<file path="src/rtl/mem_access_unit_if.sv">
// Memory access unit bus bundle.
// CU handshake side plus byte-wide RAM side.
interface mem_access_unit_if;
    // CU side
    logic        MOV;
    logic        RW;
    logic        typeData;
    logic [7:0]  addr;
    logic [31:0] wdata;
    logic        MOC;
    logic [31:0] rdata;
    logic        err;
    // RAM side
    logic        ram_mov;
    logic        ram_rw;
    logic [7:0]  ram_addr;
    logic [7:0]  ram_din;
    logic [7:0]  ram_dout;
    logic        ram_moc;

    modport master (
        output MOV, RW, typeData, addr, wdata,
        output ram_dout, ram_moc,
        input  MOC, rdata, err,
        input  ram_mov, ram_rw, ram_addr, ram_din
    );

    modport slave (
        input  MOV, RW, typeData, addr, wdata,
        input  ram_dout, ram_moc,
        output MOC, rdata, err,
        output ram_mov, ram_rw, ram_addr, ram_din
    );
endinterface

</file>
<file path="src/rtl/mem_access_unit.sv">
// Memory access unit: splits CU byte/word requests
// into big-endian byte handshakes to a ram256x8.
module mem_access_unit (
    input  logic             CLK,
    input  logic             CLR,
    mem_access_unit_if.slave bus
);

    typedef enum logic [1:0] {
        IDLE = 2'd0,
        REQ  = 2'd1,
        REL  = 2'd2,
        DONE = 2'd3
    } state_t;

    state_t      r_state;
    state_t      w_next;
    logic [1:0]  r_idx;
    logic        r_rw;
    logic        r_type;
    logic [7:0]  r_addr;
    logic [31:0] r_wdata;
    logic [31:0] r_rdata;
    logic        r_err;

    logic [1:0]  w_last;
    logic [1:0]  w_lane;
    logic        w_misalign;

    // Word transfers walk 4 bytes, byte transfers one.
    // Byte idx of a word maps to lane 3-idx (big-endian);
    // a single byte always lives in lane 0.
    assign w_last     = r_type ? 2'd3 : 2'd0;
    assign w_lane     = r_type ? (2'd3 - r_idx) : 2'd0;
    assign w_misalign = bus.typeData && (bus.addr[1:0] != 2'b00);

    // State register.
    always_ff @(posedge CLK or negedge CLR) begin
        if (!CLR) begin
            r_state <= IDLE;
        end else begin
            r_state <= w_next;
        end
    end

    // Next-state logic for the byte handshake sequencer.
    always_comb begin
        w_next = r_state;
        unique case (r_state)
            IDLE: begin
                if (bus.MOV) begin
                    w_next = w_misalign ? DONE : REQ;
                end
            end
            REQ: begin
                if (bus.ram_moc) begin
                    w_next = REL;
                end
            end
            REL: begin
                if (!bus.ram_moc) begin
                    w_next = (r_idx == w_last) ? DONE : REQ;
                end
            end
            DONE: begin
                if (!bus.MOV) begin
                    w_next = IDLE;
                end
            end
            default: w_next = IDLE;
        endcase
    end

    // Request latch, byte counter and read assembly.
    always_ff @(posedge CLK or negedge CLR) begin
        if (!CLR) begin
            r_idx   <= 2'd0;
            r_rw    <= 1'b1;
            r_type  <= 1'b0;
            r_addr  <= 8'h00;
            r_wdata <= 32'h0;
            r_rdata <= 32'h0;
            r_err   <= 1'b0;
        end else begin
            unique case (r_state)
                IDLE: begin
                    if (bus.MOV) begin
                        r_rw    <= bus.RW;
                        r_type  <= bus.typeData;
                        r_addr  <= bus.addr;
                        r_wdata <= bus.wdata;
                        r_idx   <= 2'd0;
                        r_rdata <= 32'h0;
                        r_err   <= w_misalign;
                    end
                end
                REQ: begin
                    if (bus.ram_moc && r_rw) begin
                        r_rdata[{w_lane, 3'b000} +: 8] <= bus.ram_dout;
                    end
                end
                REL: begin
                    if (!bus.ram_moc && (r_idx != w_last)) begin
                        r_idx <= r_idx + 2'd1;
                    end
                end
                default: ;
            endcase
        end
    end

    // ram_mov comes straight from the state so reset kills it at once.
    assign bus.MOC      = (r_state == DONE);
    assign bus.rdata    = r_rdata;
    assign bus.err      = r_err;
    assign bus.ram_mov  = (r_state == REQ);
    assign bus.ram_rw   = r_rw;
    assign bus.ram_addr = r_addr + {6'b0, r_idx};
    assign bus.ram_din  = r_wdata[{w_lane, 3'b000} +: 8];

endmodule

</file>
<file path="src/flat_wrapper.sv">
// flat-port wrapper written by rule: the top's interface ports become plain ports
module mem_access_unit_flat 
  (CLK, CLR, bus_MOV, bus_RW, bus_typeData, bus_addr, bus_wdata, bus_ram_dout, bus_ram_moc, bus_MOC, bus_rdata, bus_err, bus_ram_mov, bus_ram_rw, bus_ram_addr, bus_ram_din);
  mem_access_unit_if bus_i ();
  input  logic CLK;
  input  logic CLR;
  input wire logic [$bits(bus_i.MOV)-1:0] bus_MOV;
  input wire logic [$bits(bus_i.RW)-1:0] bus_RW;
  input wire logic [$bits(bus_i.typeData)-1:0] bus_typeData;
  input wire logic [$bits(bus_i.addr)-1:0] bus_addr;
  input wire logic [$bits(bus_i.wdata)-1:0] bus_wdata;
  input wire logic [$bits(bus_i.ram_dout)-1:0] bus_ram_dout;
  input wire logic [$bits(bus_i.ram_moc)-1:0] bus_ram_moc;
  output wire logic [$bits(bus_i.MOC)-1:0] bus_MOC;
  output wire logic [$bits(bus_i.rdata)-1:0] bus_rdata;
  output wire logic [$bits(bus_i.err)-1:0] bus_err;
  output wire logic [$bits(bus_i.ram_mov)-1:0] bus_ram_mov;
  output wire logic [$bits(bus_i.ram_rw)-1:0] bus_ram_rw;
  output wire logic [$bits(bus_i.ram_addr)-1:0] bus_ram_addr;
  output wire logic [$bits(bus_i.ram_din)-1:0] bus_ram_din;
  assign bus_i.MOV = bus_MOV;
  assign bus_i.RW = bus_RW;
  assign bus_i.typeData = bus_typeData;
  assign bus_i.addr = bus_addr;
  assign bus_i.wdata = bus_wdata;
  assign bus_i.ram_dout = bus_ram_dout;
  assign bus_i.ram_moc = bus_ram_moc;
  assign bus_MOC = bus_i.MOC;
  assign bus_rdata = bus_i.rdata;
  assign bus_err = bus_i.err;
  assign bus_ram_mov = bus_i.ram_mov;
  assign bus_ram_rw = bus_i.ram_rw;
  assign bus_ram_addr = bus_i.ram_addr;
  assign bus_ram_din = bus_i.ram_din;
  mem_access_unit u_core (.CLK(CLK), .CLR(CLR), .bus(bus_i));
endmodule
</file>
<file path="config.mk">
export PLATFORM = sky130hd
export DESIGN_NAME = mem_access_unit_flat
export DESIGN_NICKNAME = d
export VERILOG_FILES = /design/src/rtl/mem_access_unit_if.sv /design/src/rtl/mem_access_unit.sv /design/src/flat_wrapper.sv
export SDC_FILE = /design/constraint.sdc
export NUM_CORES = 1
export LEC_CHECK = 0
export ABC_CLOCK_PERIOD_IN_PS = 1970
export BUFFER_PORTS_ARGS = -buffer_cell sky130_fd_sc_hd__clkbuf_2
export CORE_UTILIZATION = 40
export CTS_BUF_LIST = sky130_fd_sc_hd__clkbuf_4
export CTS_CLUSTER_DIAMETER = 100
export DETAILED_ROUTE_END_ITERATION = 8
export GPL_ROUTABILITY_DRIVEN = 0
export GPL_TIMING_DRIVEN = 0
export PLACE_DENSITY_LB_ADDON = 0.08
export REMOVE_ABC_BUFFERS = 1
export SLEW_MARGIN = 10
export SYNTH_ARGS = -nofsm -noshare
export SYNTH_HDL_FRONTEND = slang
export SYNTH_SLANG_ARGS = --single-unit
export TNS_END_PERCENT = 1
</file>
<file path="constraint.sdc">
create_clock -name CLK -period 1.97 [get_ports CLK]
set_input_delay 0.394 -clock CLK [delete_from_list [all_inputs] [get_ports CLK]]
set_output_delay 0.394 -clock CLK [all_outputs]
set_load 0.01 [all_outputs]
</file>
==> flow_summary.json <==
{
  "run_status": "complete, but fails checks",
  "violations": "setup timing",
  "p_sw_uw": 2608,
  "seqPwrFrac_pct": 38.8,
  "drc": 0,
  "slew_headroom_pct": 55.28,
  "fmax_ghz": 0.4270,
  "die_h_microns": 97.13,
  "synth_edf_count": 0,
  "hold_depth": 3,
  "boundaryPins": 106,
  "slew_viol_final": 0,
  "cts_buffer_depth": 2,
  "start_util_pct": 41.51,
  "avgSynthCellArea_sq_um": 9.863,
  "routed_via_density": 4.959,
  "postRouteAntennaNets": 0,
  "grt.total_usage_pct": 19.70,
  "timing.hold.ws_ns": 0.1252,
  "hold_path_class": "primary input to flip-flop",
  "grt_max_degree": 59,
  "synth_top_cell_by_area": "dfrtp_1",
  "syn-cell-area_sq_um": 3620,
  "pwr-share-comb_pct": 44.3,
  "hold_end": "u_core.bus.ram_rw",
  "ys_top_cells_by_count": "152 x nand2_1, 78 x dfrtp_1, 17 x nand3_1",
  "crit_required_ns": 1.58,
  "dp_cells": 562,
  "die_x_microns": 97.13,
  "syn_inst": 367,
  "drive_gt1_share_pct": 36.27,
  "power.density_nw_per_um2": 1447,
  "cts_tree": "yes",
  "grt_overflow": 0,
  "worst_slew_pin_slew_ns": 0.6707,
  "core-area_sq_um": 8721,
  "ys_async_sr_fraction_pct": 100.0,
  "numPortBuffers": 105,
  "dr.pass1.iters": 4,
  "finalCriticalPeriod_ns": 2.342,
  "p_clk_share_pct": 16.9,
  "setup_viol": 15,
  "cts_made_buffers": 9,
  "fp.dieArea_sq_um": 9433,
  "hold_violations": 0,
  "fin_nets": 535,
  "finClkSkew_ns": 0.02110,
  "synth_seq_cells": 79,
  "reg2reg_to": "u_core.bus.rdata[18]",
  "p_int_uw": 4044,
  "num_vias": 2901,
  "synth_warnings": 0,
  "cellLeakagePower_uw": 0.002400,
  "cts_sinks": 79,
  "place_area_sq_um": 4228,
  "final_area_sq_um": 4598,
  "r2r_setup_slack_ns": 0.04,
  "synth-main-ff-cell": "dfrtp_1",
  "routed_wirelength_mm": 8.496,
  "synth_most_common_cell": "nand2_1",
  "rows": 34,
  "antenna_found_initial": 0,
  "dp_hpwl_mm": 5.701,
  "diodes": 0,
  "switching_share_pct": 39.20,
  "clock_latency_ns": 0.44,
  "min_from": "bus_RW",
  "cp_max_fo": 5,
  "post_layout_nonfiller_instances": 585,
  "min_period_over_period_pct": 118.9,
  "rsz0062_at_grt": "true",
  "drt_iter0_markers": 130,
  "r2r_cells": 10,
  "cap_violations": 0,
  "dp_slack_ns": -0.9003,
  "ir_worst_vdd_mv": 0.5837,
  "ys_types": 35,
  "startpoint": "u_core.r_idx[0]",
  "htree_levels": 3,
  "arrival_ns": 1.95,
  "wire_per_inst_microns": 14.52,
  "cp-start-kind": "flip-flop",
  "n_fill_cell": 866,
  "critical_path_class": "flip-flop to output port",
  "end_kind": "output port",
  "path_clk_slew_ns": 0.12,
  "synth_top_area_share_pct": 53.92,
  "fin_ws_ns": -0.3718,
  "yosys-top-cells-area": "dfrtp_1 54%, nand2_1 16%, mux4_2 5.0%",
  "grt_pass1_vias": 2798,
  "grt_first_pass_wirelength_mm": 14.62,
  "root_buffer": "clkbuf_4",
  "r2r_start": "u_core.r_idx[0]",
  "yosysSeqAreaShare_pct": 54.65,
  "area_growth_pct": 27.03
}
[layout by cell type (no fill, tap or decap), types with 2 or more instances in the layout]
master	instances
a21o_1	2
a22o_1	16
buf_12	2
buf_2	3
buf_4	2
buf_6	3
bufinv_16	2
clkbuf_2	100
clkbuf_4	10
clkinv_2	2
clkinv_4	2
dfrtp_1	77
ha_1	3
ha_2	2
ha_4	3
inv_1	3
inv_2	3
inv_4	2
mux4_2	8
nand2_1	151
nand3_1	17
nand3_2	2
nand3b_1	2
nand4_1	3
nor2_4	4
nor2b_1	2
o211ai_1	2
o21ai_0	12
o21ai_2	8
xnor2_1	3
xor2_1	2
[power by group through the flow]
stage          registers, uW  clock network [uW]  logic, uW
3_3_place_gp            2570                   0       2520
5_1_grt                 2670                1240       3330
3_5_place_dp            2600                   0       2600
2_1_floorplan           2550                   0       1660
4_1_cts                 2580                1160       2890
6_report                2580                1120       2950
[kinds of logic after synthesis]
group / count (synthesis) / synth area share, %
compound gates: 43 / 8.987
xor+xnor: 6 / 1.452
fa+ha+maj: 9 / 3.318
buf+inv: 28 / 3.871
flops: 79 / 54.65
mux: 8 / 4.977
simple gates: 194 / 22.74
[registers in the layout, summed over array words and instances, names as in the netlist]
register,cells
u_core.r_wdata,32
u_core.bus.err,1
u_core.r_state,2
u_core.r_addr,8
u_core.bus.rdata,32
u_core.bus.ram_rw,1
u_core.r_type,1
u_core.r_idx,2
[critical path, cell delays in order (launching register included)]
cell     delay (ns)
dfrtp_1        0.41
buf_6          0.13
inv_4          0.05
ha_4           0.15
buf_8          0.13
mux4_2         0.51
buf_6          0.14
[layer usage]
layer  share of wire (%)  vias up  global-route usage (%)
li1                    -     1434                       -
met1                  48     1369                   28.90
met2                  44       87                   28.17
met3                 6.0       11                   4.532
met4                 1.6        0                   7.922
met5                   0        -                       0
[worst max-delay path by stage]
stage / end / slack [ns] / depth (start not counted)
5_1_grt: bus_ram_addr[6] / -0.47 / 6
2_1_floorplan: u_core.r_state[1] / -0.52 / 4
6_report: bus_ram_din[0] / -0.37 / 6
3_3_place_gp: u_core.r_state[1] / -1.60 / 4
4_1_cts: bus_ram_addr[6] / -0.38 / 6
3_5_place_dp: u_core.bus.rdata[14] / -0.90 / 8
[stage by stage]
stage | TNS (ns) | total power (uW) | util [%]
3_3_place_gp | -107.48 | 5088 | 47.82
5_1_grt | -6.011 | 7240 | 52.73
2_1_floorplan | -20.65 | 4212 | -
6_report | -4.029 | 6652 | 52.73
4_1_cts | -4.463 | 6626 | 52.05
3_5_place_dp | -30.72 | 5200 | 48.48
[cell type report]
type	instances	area [sq um]	share of cell area [%]
Clock buffer	9	67.56	1.469
Clock inverter	7	96.34	2.095
Inverter	8	35.03	0.7619
Multi-Input combinational cell	260	1620	35.24
Sequential cell	79	1979	43.05
Tap cell	108	135.1	2.939
Timing Repair Buffer	114	664.4	14.45
[what timing repair did]
action / CTS / global route
setup buffers: 5 / 1
pin swaps: 8 / 11
hold buffers: 1 / 0
hold endpoints to repair: 28 / 0
setup endpoints to repair: 89 / 39
gates resized for setup: 23 / 20
Power figures use the tool's default switching activity.
